[src/rtl/dsm_interp_feeder.sv]
// dsm_interp_feeder: conditions sparse Q16.16 Lorenz samples into the DAC's
// signed word and produces one new DAC input per clock between samples.
// Build option DSM_INTERP_LINEAR_EN: defined gives linear interpolation between
// samples; undefined gives a zero-order hold with identical handshake, segment
// timing, seg_start and underrun behaviour.
module dsm_interp_feeder #(
   parameter int IN_W        = 32,
   parameter int SHIFT       = 8,
   parameter int OUT_W       = 16,
   parameter int INTERP_LOG2 = 6
) (
   input  logic             clk,
   input  logic             rst,
   input  logic [IN_W-1:0]  in_data,
   input  logic             in_valid,
   output logic             in_ready,
   output logic [OUT_W-1:0] dout,
   output logic             seg_start,
   output logic             sat_pulse,
   output logic             underrun,
   input  logic             clr_underrun
);

   localparam int ACC_W = OUT_W + INTERP_LOG2;
   localparam logic signed [IN_W-1:0] SAT_MAX = IN_W'((1 <<< (OUT_W - 1)) - 1);
   localparam logic signed [IN_W-1:0] SAT_MIN = ~SAT_MAX;
   localparam logic [INTERP_LOG2-1:0] CNT_LAST = '1;

   typedef enum logic [1:0] {IDLE, RAMP, STALL} state_t;

   state_t                  state;
   logic signed [OUT_W-1:0] pend;
   logic                    pend_valid;
   logic signed [OUT_W-1:0] target;
   logic signed [ACC_W-1:0] acc;
   logic signed [ACC_W-1:0] step;
   logic signed [ACC_W-1:0] load_acc;
   logic signed [OUT_W:0]   diff;
   logic [INTERP_LOG2-1:0]  cnt;
   logic [OUT_W:0]          cond;
   logic                    accept;
   logic                    seg_last;
   logic                    do_load;

   // Arithmetic shift then clip to the DAC range; MSB of the result flags clipping.
   function automatic logic [OUT_W:0] sat_shift(input logic signed [IN_W-1:0] x);
      logic signed [IN_W-1:0] s;
      s = x >>> SHIFT;
      if (s > SAT_MAX)
         return {1'b1, SAT_MAX[OUT_W-1:0]};
      else if (s < SAT_MIN)
         return {1'b1, SAT_MIN[OUT_W-1:0]};
      else
         return {1'b0, s[OUT_W-1:0]};
   endfunction

   assign cond     = sat_shift($signed(in_data));
   assign in_ready = ~pend_valid;
   assign accept   = in_valid & ~pend_valid;
   assign seg_last = (cnt == CNT_LAST);
   // A load happens from IDLE/STALL as soon as a sample waits, or on the last ramp edge.
   assign do_load  = pend_valid & ((state != RAMP) | seg_last);
   assign dout     = acc[ACC_W-1:INTERP_LOG2];
   assign step     = ACC_W'(diff);

`ifdef DSM_INTERP_LINEAR_EN
   logic signed [OUT_W-1:0] base;

   // Segment start point: the outgoing target (0 out of reset) latched on every load.
   always_ff @(posedge clk) begin
      if (rst)
         base <= '0;
      else if (do_load)
         base <= target;
   end

   // One extra bit keeps the difference of two full-range words exact.
   assign diff     = {target[OUT_W-1], target} - {base[OUT_W-1], base};
   assign load_acc = {target, {INTERP_LOG2{1'b0}}};
`else
   assign diff     = '0;
   assign load_acc = {pend, {INTERP_LOG2{1'b0}}};
`endif

   // Handshake, segment FSM, accumulator and status flags.
   always_ff @(posedge clk) begin
      if (rst) begin
         state      <= IDLE;
         pend       <= '0;
         pend_valid <= 1'b0;
         target     <= '0;
         acc        <= '0;
         cnt        <= '0;
         seg_start  <= 1'b0;
         sat_pulse  <= 1'b0;
         underrun   <= 1'b0;
      end else begin
         seg_start <= 1'b0;
         sat_pulse <= accept & cond[OUT_W];
         if (accept) begin
            pend       <= cond[OUT_W-1:0];
            pend_valid <= 1'b1;
         end
         if (clr_underrun)
            underrun <= 1'b0;
         if (do_load) begin
            target     <= pend;
            acc        <= load_acc;
            cnt        <= '0;
            pend_valid <= 1'b0;
            seg_start  <= 1'b1;
            state      <= RAMP;
         end else if (state == RAMP) begin
            if (seg_last) begin
               // Snap to the exact target so rounding never drifts into the hold value.
               acc      <= {target, {INTERP_LOG2{1'b0}}};
               underrun <= 1'b1;
               state    <= STALL;
            end else begin
               acc <= acc + step;
               cnt <= cnt + 1'b1;
            end
         end
      end
   end

endmodule

[config.mk]
export PLATFORM = sky130hd
export DESIGN_NAME = dsm_interp_feeder
export DESIGN_NICKNAME = d
export VERILOG_FILES = /design/src/rtl/dsm_interp_feeder.sv
export SDC_FILE = /design/constraint.sdc
export NUM_CORES = 1
export LEC_CHECK = 0
export CAP_MARGIN = 20
export CORE_UTILIZATION = 40
export CTS_CLUSTER_DIAMETER = 80
export DETAILED_ROUTE_END_ITERATION = 7
export PLACE_DENSITY = 0.74
export SYNTH_ARGS = -nofsm -noshare
export SYNTH_HDL_FRONTEND = slang
export SYNTH_SLANG_ARGS = --single-unit
[constraint.sdc]
create_clock -name clk -period 4.5 [get_ports clk]
set_input_delay 0.9 -clock clk [delete_from_list [all_inputs] [get_ports clk]]
set_output_delay 0.9 -clock clk [all_outputs]
set_load 0.005 [all_outputs]
* Yosys cells after proc, flatten, opt, wreduce, memory -nomap -nowiden
Cells that the tools add are included.
** Word-level totals
- Output and inout bits :: 20
- Input port bits :: 36
- Word-level logic and storage cells :: 41
- Register bits after elaboration :: 60
** Cells by class
- Bitwise logic cells :: 6
- Mux-type cells :: 13
- $add $sub $neg :: 1
- Reductions and logical operators :: 6
- Order comparisons :: 2
- Eq/ne operators :: 3
** Operators with widths (count)
- two-way mux 22 bit :: 3
- two-way mux 17 bit :: 2
- > comparator 24 x 16 -> 1 bit, second input constant :: 1
- less-than comparator 24 x 16 -> 1 bit, second input constant :: 1
- two-way mux 1 bit :: 8
- adder 6 x 1 -> 6 bit, second input constant :: 1
- equality test 6 bit, second input constant :: 1
- AND reduction 2 bit :: 3
- nonzero test 2 bit :: 2
- AND 1 bit :: 3
- equality test 2 x 1 -> 1 bit, second input constant :: 1
- inequality test 2 x 1 -> 1 bit, second input constant :: 1
- inverter 1 bit :: 2
- OR reduction 2 bit :: 1
- OR 1 bit :: 1

* Logic depth before layout (Yosys ltp)
Gate-level depths: netlist of run 1.
- Word-level depth :: 5
- Gate-level depth with buffers :: 7
- Gate-level depth less buffers :: 5

* Worst setup path before layout of run 1
No wires, ideal clock.
- Path kind :: input to register
- From :: in rst
- To :: reg pend[10]
- Cell stages on the path :: 6
- Arrival time :: 1.741 ns
- Slack :: 2.631 ns
- Path buffers :: 2
- Setup time :: 0.128 ns
- Cell sequence :: clkbuf_1 -> nor2_1 -> nand2_1 -> a21o_1 -> clkbuf_1 -> o21ai_0
** RTL lines
- from (decl) :: line 13 : input logic rst,
- to (signal assigned) :: line 101 : pend <= cond[OUT_W-1:0];
- to (decl) :: line 32 : logic signed [OUT_W-1:0] pend;

* Worst setup path in the final report of run 1
- From :: reg pend_valid
- To :: out in_ready
** Between the ends
- Cells in the longest elaborated chain, start to end :: 1
** RTL lines
- from (decl) :: line 33 : logic pend_valid;
- from (signal assigned) :: line 90 : pend_valid <= 1'b0;
- from (signal assigned) :: line 102 : pend_valid <= 1'b1;
- from (signal assigned) :: line 110 : pend_valid <= 1'b0;
- inverter 1 bit :: line 58 : assign in_ready = ~pend_valid;
- to (decl) :: line 16 : output logic in_ready,
No other way between the ends.

==> run_results.csv, run 1 <==
group,metric,value,unit
power_and_ir_drop,ir_drop,0.000198,V
power_and_ir_drop,share_comb_of_total_power,0.121,
yosys,number_of_warnings_reported_in_the_yosys_synthesis_log,0,
global_routing,number_of_antenna_violations_at_the_first_check_in_global_routing,0,
global_routing,largest_net_degree_at_the_start_of_global_routing,39,
cts,cts.htree.levels,3,
die,width_of_the_die,78.7,um
sta,timing.final.crit_share,0.569,
die,std_cell_rows,27,
hold_path,timing.hold.worst.class,"reg2reg",
finish,syn_to_final_growth,30.1,%
run_status,status,"finished clean",
cts,insertion_delay,0.33,ns
die,floorplan.core_area,5570,sq um
setup_path,startpoint_type,"flop",
sta,fin_tns_setup,0,ns
global_routing,gr-usage-all-layers,0.180,
global_routing,via_count_of_the_first_global_routing_pass,1849,
routing,remaining_drc_errors,0,
yosys,synth_area_per_cell,8.81,sq um
routing,drt.antenna.violating_nets,0,
placement,post_detailed_placement_half_perimeter_wirelength,3400,um
setup_path,crit_path_end_kind,"output port",
power_and_ir_drop,design_power_total,1220,uW
global_routing,grt_pass1_wl,8620,um
die,num_io_pins,56,
finish,multi_input_area,1070,sq um
sta,achievable-frequency,390,MHz
routing,vias,1984,
routing,avgViaCountPerCell,5.10,
yosys,postSynthRegisterBits,60,
cts,cts_repair_resize_count,0,
setup_path,critPathMaxFanout,14,
sta,rsz0062_at_grt,"false",
setup_path,r2r.worst_path.cells,6,
die,die_area,6190,sq um
yosys,synth_area_leaders,"sky130_fd_sc_hd__dfxtp_1, sky130_fd_sc_hd__mux2i_1, sky130_fd_sc_hd__nor2_1, sky130_fd_sc_hd__nor3_1, sky130_fd_sc_hd__o22ai_1",
power_and_ir_drop,clock_power_share,0.401,
sta,slew_headroom,0.311,
cts,cts_tree,"yes",
setup_path,critical_path_class,"reg2out",
routing,detailedRoute.firstIterationViolations,101,
hold_path,min_delay_path_depth,2,
yosys,unique_cell_type_count_in_the_yosys_netlist,35,
cts,clock_transition_time_at_the_flip_flop_clock_pins_of_the_worst_setup_and_hold_paths,0.07,ns
routing,wl_per_instance,13.1,um
routing,drt_first_pass_iters,4,
placement,place.port_buffers,47,
setup_path,worst_ep_arrival_time,1.66,ns
finish,drive_above_1_share,0.0726,
cts,cts.sink_count,60,
finish,seq_area,1200,sq um
cts,holdBufCountCts,0,
sta,final_period_minus_worst_setup_slack,2.56,ns
finish,final-instance-count-excl-fill,389,
yosys,synthCells,267,
placement,gp_congestion,0.790,
run,cap_violations,0,
finish,nFillCells,534,
yosys,yosysTopAreaCellShare,0.510,
die,start_util,0.422,
routing,detail_route.wirelength,5080,um
cts,cts-buffers-inserted,9,
cts,ctsLongestPathBuffers,2,
power_and_ir_drop,switching_power,291,uW
power_and_ir_drop,power_per_cell_area,397,nW/um^2
sta,worstMarginPinSlew,1.03,ns
finish,n_antenna_cell,0,
power_and_ir_drop,internal_power,924,uW
cts,clock_tree.root_cell,"sky130_fd_sc_hd__clkbuf_8",
sta,finalMaxSlewViolations,0,
sta,final-setup-viol-count,0,
sta,report.final.hold_viol_count,0,
sta,finClkSkew,0.0104,ns
yosys,synth.largest_area_cell,"sky130_fd_sc_hd__dfxtp_1",
cts,buffers_inserted_during_post_cts_setup_optimization,0,
power_and_ir_drop,power.static_leakage,0.00123,uW
power_and_ir_drop,netSwitchingFraction,0.239,
yosys,seq_area_frac_synth,0.510,
power_and_ir_drop,power.sequential.fraction,0.478,
yosys,syn-num-nets,304,
placement,dp_cells,372,
die,dieHeight,78.7,um
global_routing,global_route.overflow_total,0,
finish,nNetsFinal,349,
yosys,post_synth_instance_area,2350,sq um
setup_path,critPathRequiredTime,3.60,ns
[registers in the layout (all words and copies together) (netlist names)]
name	cells
acc	16
cnt	6
pend	16
pend_valid	1
sat_pulse	1
seg_start	1
state	2
target	16
underrun	1
[final timing paths]
| kind | start | endpoint | slack, ns |
|---|---|---|---|
| min | underrun | underrun | 0.48 |
| min reg2reg | underrun | underrun | 0.48 |
| max reg2reg | cnt[0] | target[3] | 2.24 |
| max | pend_valid | in_ready | 1.94 |
[critical path, cell delays in order, from the launching register on]
cell and delay, ns:
sky130_fd_sc_hd__dfxtp_1 0.64, sky130_fd_sc_hd__inv_1 0.21, sky130_fd_sc_hd__clkdlybuf4s50_1 0.49
[cell type report]
class                      count  share of cell area
clock buffer                  12              0.0507
clock inverter                 4              0.0155
inverter                       1             0.00123
multi-input combinational    190               0.350
sequential                    60               0.392
tap                           72              0.0294
timing repair buffer          50               0.161
[metal layers]
layer	up-vias	track usage	share of wire
met4	0	0.0852	0.014
met5	-	0	0
met1	910	0.232	0.48
met2	46	0.285	0.46
met3	7	0.0402	0.037
li1	1021	-	-
[cells in the mapped netlist]
cell type                   instances
sky130_fd_sc_hd__inv_1              1
sky130_fd_sc_hd__buf_2              4
sky130_fd_sc_hd__o22ai_1           15
sky130_fd_sc_hd__or3_1              1
sky130_fd_sc_hd__buf_1              1
sky130_fd_sc_hd__a21o_1             1
sky130_fd_sc_hd__dfxtp_1           60
sky130_fd_sc_hd__mux2i_1           22
sky130_fd_sc_hd__nor2_1            57
sky130_fd_sc_hd__o22ai_2            1
sky130_fd_sc_hd__nor2b_1            3
sky130_fd_sc_hd__nor4_1             3
sky130_fd_sc_hd__o21ai_0           16
sky130_fd_sc_hd__ha_1               1
sky130_fd_sc_hd__a211oi_1           1
sky130_fd_sc_hd__nand4_1            4
sky130_fd_sc_hd__buf_6              1
sky130_fd_sc_hd__and3b_1            1
sky130_fd_sc_hd__and2_1             1
sky130_fd_sc_hd__a2bb2oi_2          1
sky130_fd_sc_hd__nand3_1            2
sky130_fd_sc_hd__clkbuf_1           8
sky130_fd_sc_hd__nand4b_1           1
sky130_fd_sc_hd__nor3_1            20
sky130_fd_sc_hd__buf_4              1
sky130_fd_sc_hd__o211a_1            2
sky130_fd_sc_hd__o21ai_1            1
sky130_fd_sc_hd__clkbuf_2           1
sky130_fd_sc_hd__nand2_1           19
sky130_fd_sc_hd__or2_2              2
sky130_fd_sc_hd__a21oi_1            8
sky130_fd_sc_hd__nand3_4            1
sky130_fd_sc_hd__nand2b_1           4
sky130_fd_sc_hd__o31ai_1            1
sky130_fd_sc_hd__and3_1             1
[cells by family (layout without fill, tap and decap cells)]
family | Yosys count | count (layout) | share of synthesized area
flops | 60 | 60 | 0.510
buf+inv | 17 | 67 | 0.0346
fa+ha+maj | 1 | 1 | 0.00532
compound gates | 47 | 47 | 0.123
mux | 22 | 22 | 0.0936
simple gates | 120 | 120 | 0.233
[layout by cell type, fill, tap and decap left out, types with 2 or more instances in the layout]
cell type                         synthesis  final
sky130_fd_sc_hd__nor3_1                  20     20
sky130_fd_sc_hd__dfxtp_1                 60     60
sky130_fd_sc_hd__clkdlybuf4s50_1          0     47
sky130_fd_sc_hd__nor2_1                  57     57
sky130_fd_sc_hd__a21oi_1                  8      8
sky130_fd_sc_hd__o21ai_0                 16     16
sky130_fd_sc_hd__nand4_1                  4      4
sky130_fd_sc_hd__nand2b_1                 4      4
sky130_fd_sc_hd__o211a_1                  2      2
sky130_fd_sc_hd__nor2b_1                  3      3
sky130_fd_sc_hd__clkinv_2                 0      2
sky130_fd_sc_hd__nand2_1                 19     19
sky130_fd_sc_hd__clkbuf_8                 0     11
sky130_fd_sc_hd__buf_4                    1      3
sky130_fd_sc_hd__o22ai_1                 15     15
sky130_fd_sc_hd__nor4_1                   3      3
sky130_fd_sc_hd__or2_2                    2      2
sky130_fd_sc_hd__nand3_1                  2      2
sky130_fd_sc_hd__mux2i_1                 22     22
[power groups by stage]
stage	Sequential, uW	Combinational, uW	Clock (uW)
after floorplan	587	80.4	0
after global placement	591	145	0
after detailed placement	592	147	0
after CTS	581	148	495
after global routing	584	164	523
final	581	147	487
[per-stage QoR]
stage	setup slack (ns)	hold WS (ns)	util	area, sq um
floorplan	2.63	0.446	-	2350
global placement	1.78	0.463	0.512	2850
detailed placement	1.71	0.470	0.512	2850
CTS	1.94	0.482	0.548	3050
global route	1.80	0.510	0.549	3060
finish	1.94	0.476	0.549	3060
Power figures use the tool's default switching activity.
==> run 2, diff against run 1 <==
- clock period: 4.5 -> 2.6 ns (I/O delays scaled with it)
==> run 2 against run 1 <==
First-iteration DRC count grew 21%. Sequential share of layout area grew 0.11 points. Register-to-register slack lost 1.6 ns. Critical endpoint unchanged. Largest cell class unchanged. Largest power group unchanged.
==> run_results.csv, run 2 (synthesis gave the netlist of run 1 again) <==
group,metric,value,unit
cts,insertion_delay,0.33,ns
global_routing,global_route.overflow_total,0,
die,die_area,6190,sq um
finish,final-instance-count-excl-fill,391,
sta,fin_tns_setup,0,ns
finish,multi_input_area,1070,sq um
cts,cts_repair_resize_count,0,
die,std_cell_rows,27,
finish,nNetsFinal,351,
cts,cts_tree,"yes",
sta,rsz0062_at_grt,"false",
routing,drt_first_pass_iters,4,
finish,nFillCells,526,
finish,utilization,0.548,
power_and_ir_drop,power.static_leakage,0.00123,uW
die,floorplan.core_area,5570,sq um
global_routing,via_count_of_the_first_global_routing_pass,1869,
global_routing,gr-usage-all-layers,0.179,
placement,gp_congestion,0.814,
setup_path,critical_path_class,"reg2out",
routing,detail_route.wirelength,5080,um
sta,worstMarginPinSlew,1.01,ns
sta,report.final.hold_viol_count,0,
placement,dp_cells,375,
sta,finalMaxSlewViolations,0,
global_routing,largest_net_degree_at_the_start_of_global_routing,27,
die,dieHeight,78.7,um
finish,mostFrequentLayoutCell,"sky130_fd_sc_hd__dfxtp_1",
placement,place_worst_setup_slack,0.346,ns
sta,slew_headroom,0.322,
die,num_io_pins,56,
setup_path,r2r_slack,0.61,ns
global_routing,number_of_antenna_violations_at_the_first_check_in_global_routing,0,
setup_path,critPathMaxFanout,14,
sta,timing.final.crit_share,0.835,
sta,final_period_minus_worst_setup_slack,2.17,ns
finish,n_antenna_cell,0,
routing,drt.antenna.violating_nets,0,
cts,ctsLongestPathBuffers,2,
cts,clock_tree.root_cell,"sky130_fd_sc_hd__clkbuf_8",
setup_path,worst_path_max_delay_cell,"sky130_fd_sc_hd__dfxtp_1",
placement,detailed_place.area,2870,sq um
setup_path,endpoint,"in_ready",
setup_path,critPathRequiredTime,2.08,ns
finish,layout_common_cells,"sky130_fd_sc_hd__dfxtp_1, sky130_fd_sc_hd__nor2_1, sky130_fd_sc_hd__clkdlybuf4s50_1",
routing,vias,1983,
setup_path,crit_path_end_kind,"output port",
run,cap_violations,0,
power_and_ir_drop,ir_drop,0.000409,V
cts,clock_transition_time_at_the_flip_flop_clock_pins_of_the_worst_setup_and_hold_paths,0.06,ns
power_and_ir_drop,power_per_cell_area,659,nW/um^2
cts,cts.htree.levels,3,
routing,remaining_drc_errors,0,
cts,buffers_inserted_during_post_cts_setup_optimization,0,
die,width_of_the_die,78.7,um
global_routing,grt_pass1_wl,8420,um
setup_path,critical_path.cell_chain,"inv_1 -> clkdlybuf4s50_1",
die,start_util,0.422,
finish,syn_to_final_growth,29.7,%
sta,postLayoutSetupSlackWorst,0.428,ns
routing,avgViaCountPerCell,5.07,
setup_path,r2r.worst_path.cells,4,
finish,drive_above_1_share,0.0784,
setup_path,worst_ep_arrival_time,1.65,ns
run_status,status,"finished clean",
setup_path,critical_path.startpoint,"pend_valid",
finish,layout_top_registers,"acc x16, pend x16, target x16",
cts,cts.sink_count,60,
placement,place.port_buffers,47,
sta,finClkSkew,0.00859,ns
setup_path,startpoint_type,"flop",
sta,achievable-frequency,460,MHz
placement,post_detailed_placement_half_perimeter_wirelength,3370,um
setup_path,critical_path.reg2reg.endpoint,"cnt[0]",
sta,final-setup-viol-count,0,
cts,holdBufCountCts,0,
setup_path,r2r_path_start,"state[0]",
hold_path,timing.hold.worst.class,"reg2reg",
routing,detailedRoute.firstIterationViolations,122,
routing,wl_per_instance,13.0,um
setup_path,critical-path-max-stage-delay,0.62,ns
cts,cts-buffers-inserted,9,
finish,seq_area,1200,sq um
finish,finalInstanceArea,3050,sq um
run 2: changes by cell type in the layout (fill, tap and decap cells not counted):
cell	change
sky130_fd_sc_hd__clkinvlp_4	-1
sky130_fd_sc_hd__clkinv_2	+1
sky130_fd_sc_hd__bufinv_16	-1
sky130_fd_sc_hd__clkinv_4	+1
sky130_fd_sc_hd__buf_4	+2
run 2: worst min-delay path by stage:
stage / from / end / slack [ns] / cells after the start
2_1_floorplan: pend[0] / pend[0] / 0.45 / 2
3_5_place_dp: pend[3] / pend[3] / 0.47 / 2
6_report: pend[1] / pend[1] / 0.48 / 2
5_1_grt: pend[9] / pend[9] / 0.50 / 2
4_1_cts: pend[1] / pend[1] / 0.48 / 2
3_3_place_gp: pend[7] / pend[7] / 0.46 / 2
run 2: per-stage QoR:
stage	hold slack [ns]	total power, uW
6_report	0.479	2010
3_5_place_dp	0.472	1280
2_1_floorplan	0.446	1160
3_3_place_gp	0.464	1270
4_1_cts	0.482	2030
5_1_grt	0.496	2100
run 2: power by group:
part / switching [uW] / total (uW) / internal [uW]
combinational: 114 / 256 / 142
clock: 356 / 751 / 395
sequential: 36.7 / 1010 / 969
run 2: worst max-delay path, delay by kind of cell, from the launching register on:
family	cells	cell delay [ns]
buffers and inverters	2	0.70
flip-flops	1	0.62
run 2: routing by layer:
metal  up-vias  GRT usage  wire [um]
li1       1026          -          -
met1       902      0.221       2350
met2        49      0.287       2410
met3         6     0.0575        248
met4         0     0.0759         65
met5         -          0          0
run 2: final cells by class:
class	instances	share of cell area
clock buffers	12	0.0508
clock inverters	4	0.00779
inverters	1	0.00123
multi-input cells	190	0.351
flip-flops and latches	60	0.393
well taps	72	0.0295
repair buffers	52	0.166
==> run 3, diff against run 2 <==
- clock period: 2.6 -> 2 ns (I/O delays scaled with it)
==> run 3 against run 2 <==
Core utilization rose by 1.2 points. Cell count rose by 1.0%. Sequential share of layout area fell by 0.81 points. Total power rose by 37%. Die area did not move. Count of clock-buffer cells in the layout fell by 2. Design area rose by 2.2%. Register-to-register slack got worse by 0.27 ns. Largest cell class unchanged.
==> run_results.csv, run 3 (synthesis gave the netlist of run 1 again) <==
group,metric,value,unit
finish,syn_to_final_growth,32.6,%
routing,drt_first_pass_iters,4,
power_and_ir_drop,share_comb_of_total_power,0.124,
die,num_io_pins,56,
global_routing,largest_net_degree_at_the_start_of_global_routing,27,
placement,post_detailed_placement_half_perimeter_wirelength,3410,um
power_and_ir_drop,ir_drop,0.000460,V
finish,utilization,0.560,
setup_path,critical_path.cell_chain,"inv_1 -> clkdlybuf4s50_1",
power_and_ir_drop,power.static_leakage,0.00127,uW
setup_path,worst_path_dominant_cell_family,"buffers and inverters",
power_and_ir_drop,netSwitchingFraction,0.229,
sta,timing.final.crit_share,0.916,
setup_path,r2r.worst_path.cells,6,
global_routing,number_of_antenna_violations_at_the_first_check_in_global_routing,0,
power_and_ir_drop,clock_power_share,0.404,
hold_path,timing.hold.worst.class,"reg2reg",
cts,clock_tree.root_cell,"sky130_fd_sc_hd__clkbuf_8",
setup_path,crit_path_end_kind,"output port",
cts,ctsLongestPathBuffers,2,
sta,rsz0062_at_grt,"false",
sta,achievable-frequency,546,MHz
cts,holdBufCountCts,0,
run_status,status,"finished clean",
sta,worst_hold_slack_across_all_endpoints,0.475,ns
cts,clock_transition_time_at_the_flip_flop_clock_pins_of_the_worst_setup_and_hold_paths,0.06,ns
setup_path,critPathRequiredTime,1.60,ns
die,start_util,0.422,
cts,cts_tree,"yes",
placement,place.port_buffers,47,
sta,report.final.hold_viol_count,0,
power_and_ir_drop,power.sequential.fraction,0.472,
global_routing,gr-usage-all-layers,0.181,
routing,vias,2050,
sta,final_period_minus_worst_setup_slack,1.83,ns
routing,remaining_drc_errors,0,
setup_path,critical_path_buffers_and_inverters,2,
finish,layout_top_registers,"acc x16, pend x16, target x16",
setup_path,r2r_path_start,"cnt[0]",
hold_path,min_delay_path_depth,2,
finish,nFillCells,501,
cts,cts.htree.levels,3,
global_routing,global_route.overflow_total,0,
placement,gp_congestion,0.797,
sta,finClkSkew,0.00846,ns
hold_path,hp-start,"underrun",
routing,drt.antenna.violating_nets,0,
sta,slew_headroom,0.341,
setup_path,critical_path.reg2reg.endpoint,"cnt[1]",
finish,final-instance-count-excl-fill,395,
die,dieHeight,78.7,um
routing,detailedRoute.firstIterationViolations,112,
finish,layout_common_cells,"sky130_fd_sc_hd__dfxtp_1, sky130_fd_sc_hd__nor2_1, sky130_fd_sc_hd__clkdlybuf4s50_1",
finish,drive_above_1_share,0.0929,
hold_path,holdPathEnd,"underrun",
setup_path,critical_path_class,"reg2out",
finish,n_antenna_cell,0,
die,std_cell_rows,27,
setup_path,critPathMaxFanout,9,
cts,insertion_delay,0.34,ns
cts,cts-buffers-inserted,9,
finish,mostFrequentLayoutCell,"sky130_fd_sc_hd__dfxtp_1",
setup_path,startpoint_type,"flop",
setup_path,worst_ep_arrival_time,1.43,ns
die,floorplan.core_area,5570,sq um
finish,nNetsFinal,358,
global_routing,grt_pass1_wl,8610,um
power_and_ir_drop,power_per_cell_area,886,nW/um^2
setup_path,worst_path_max_delay_cell,"sky130_fd_sc_hd__clkdlybuf4s50_1",
sta,worstMarginPinSlew,0.984,ns
power_and_ir_drop,switching_power,634,uW
routing,wl_per_instance,12.7,um
cts,cts.sink_count,60,
setup_path,r2r_slack,0.34,ns
routing,detail_route.wirelength,5000,um
die,die_area,6190,sq um
global_routing,via_count_of_the_first_global_routing_pass,1881,
power_and_ir_drop,internal_power,2130,uW
setup_path,critical-path-max-stage-delay,0.53,ns
placement,dp_cells,382,
routing,avgViaCountPerCell,5.19,
die,width_of_the_die,78.7,um
run,cap_violations,0,
sta,final-setup-viol-count,0,
cts,buffers_inserted_during_post_cts_setup_optimization,0,
setup_path,critical_path.startpoint,"pend_valid",
sta,finalMaxSlewViolations,0,
-- run 3: cell types whose count changed in the layout (fill, tap and decap cells not counted) --
cell                        before  now
sky130_fd_sc_hd__clkbuf_8       11    9
sky130_fd_sc_hd__clkinv_2        3    1
sky130_fd_sc_hd__buf_4           5   12
sky130_fd_sc_hd__dfxtp_1        60   59
sky130_fd_sc_hd__clkinv_4        1    0
sky130_fd_sc_hd__dfxtp_2         0    1
sky130_fd_sc_hd__bufinv_16       0    2
-- run 3: power groups by stage --
| stage | registers (uW) | logic [uW] | clock network [uW] |
|---|---|---|---|
| final | 1300 | 344 | 1120 |
| after CTS | 1300 | 347 | 1120 |
| after floorplan | 1320 | 181 | 0 |
| after global placement | 1330 | 340 | 0 |
| after detailed placement | 1330 | 345 | 0 |
| after global routing | 1310 | 385 | 1190 |
-- run 3: layout make-up --
| class | instances | area [sq um] | area share |
|---|---|---|---|
| repair buffers | 59 | 561 | 0.180 |
| inverters | 1 | 3.75 | 0.00120 |
| clock inverters | 3 | 65.1 | 0.0209 |
| multi-input cells | 190 | 1070 | 0.343 |
| clock buffers | 10 | 128 | 0.0409 |
| well taps | 72 | 90.1 | 0.0289 |
| flip-flops and latches | 60 | 1200 | 0.385 |
-- run 3: per-stage QoR --
| stage | area [sq um] | worst slack [ns] | total power, uW | setup TNS [ns] |
|---|---|---|---|---|
| 6_report | 3120 | 0.168 | 2770 | 0 |
| 2_1_floorplan | 2350 | 0.403 | 1500 | 0 |
| 5_1_grt | 3120 | 0.0916 | 2880 | 0 |
| 3_5_place_dp | 2930 | -0.113 | 1680 | -1.51 |
| 4_1_cts | 3120 | 0.0832 | 2780 | 0 |
| 3_3_place_gp | 2930 | -0.0563 | 1670 | -0.800 |
-- run 3: how the worst max path moves through the flow --
stage                    end  slack, ns  cells past startpoint
CTS                 in_ready       0.08                      2
detailed placement  pend[11]      -0.11                      5
global placement    pend[10]      -0.06                      5
floorplan            acc[12]       0.40                      7
global route        pend[14]       0.09                      5
finish              in_ready       0.17                      2
-- run 3: what timing repair did --
item	CTS	global route
endpoints found under the hold margin	0	0
endpoints found under the setup margin	0	1
gates resized for setup	0	1
-- run 3: metal layers --
metal	track usage	wire (um)
met1	0.236	2340
met2	0.280	2290
met3	0.0517	285
met4	0.0722	91
met5	0	0
-- run 3: worst min-delay path, cell delays in order, from the launching register on --
cell	delay, ns
sky130_fd_sc_hd__dfxtp_1	0.31
sky130_fd_sc_hd__nand2b_1	0.07
sky130_fd_sc_hd__a21oi_1	0.06
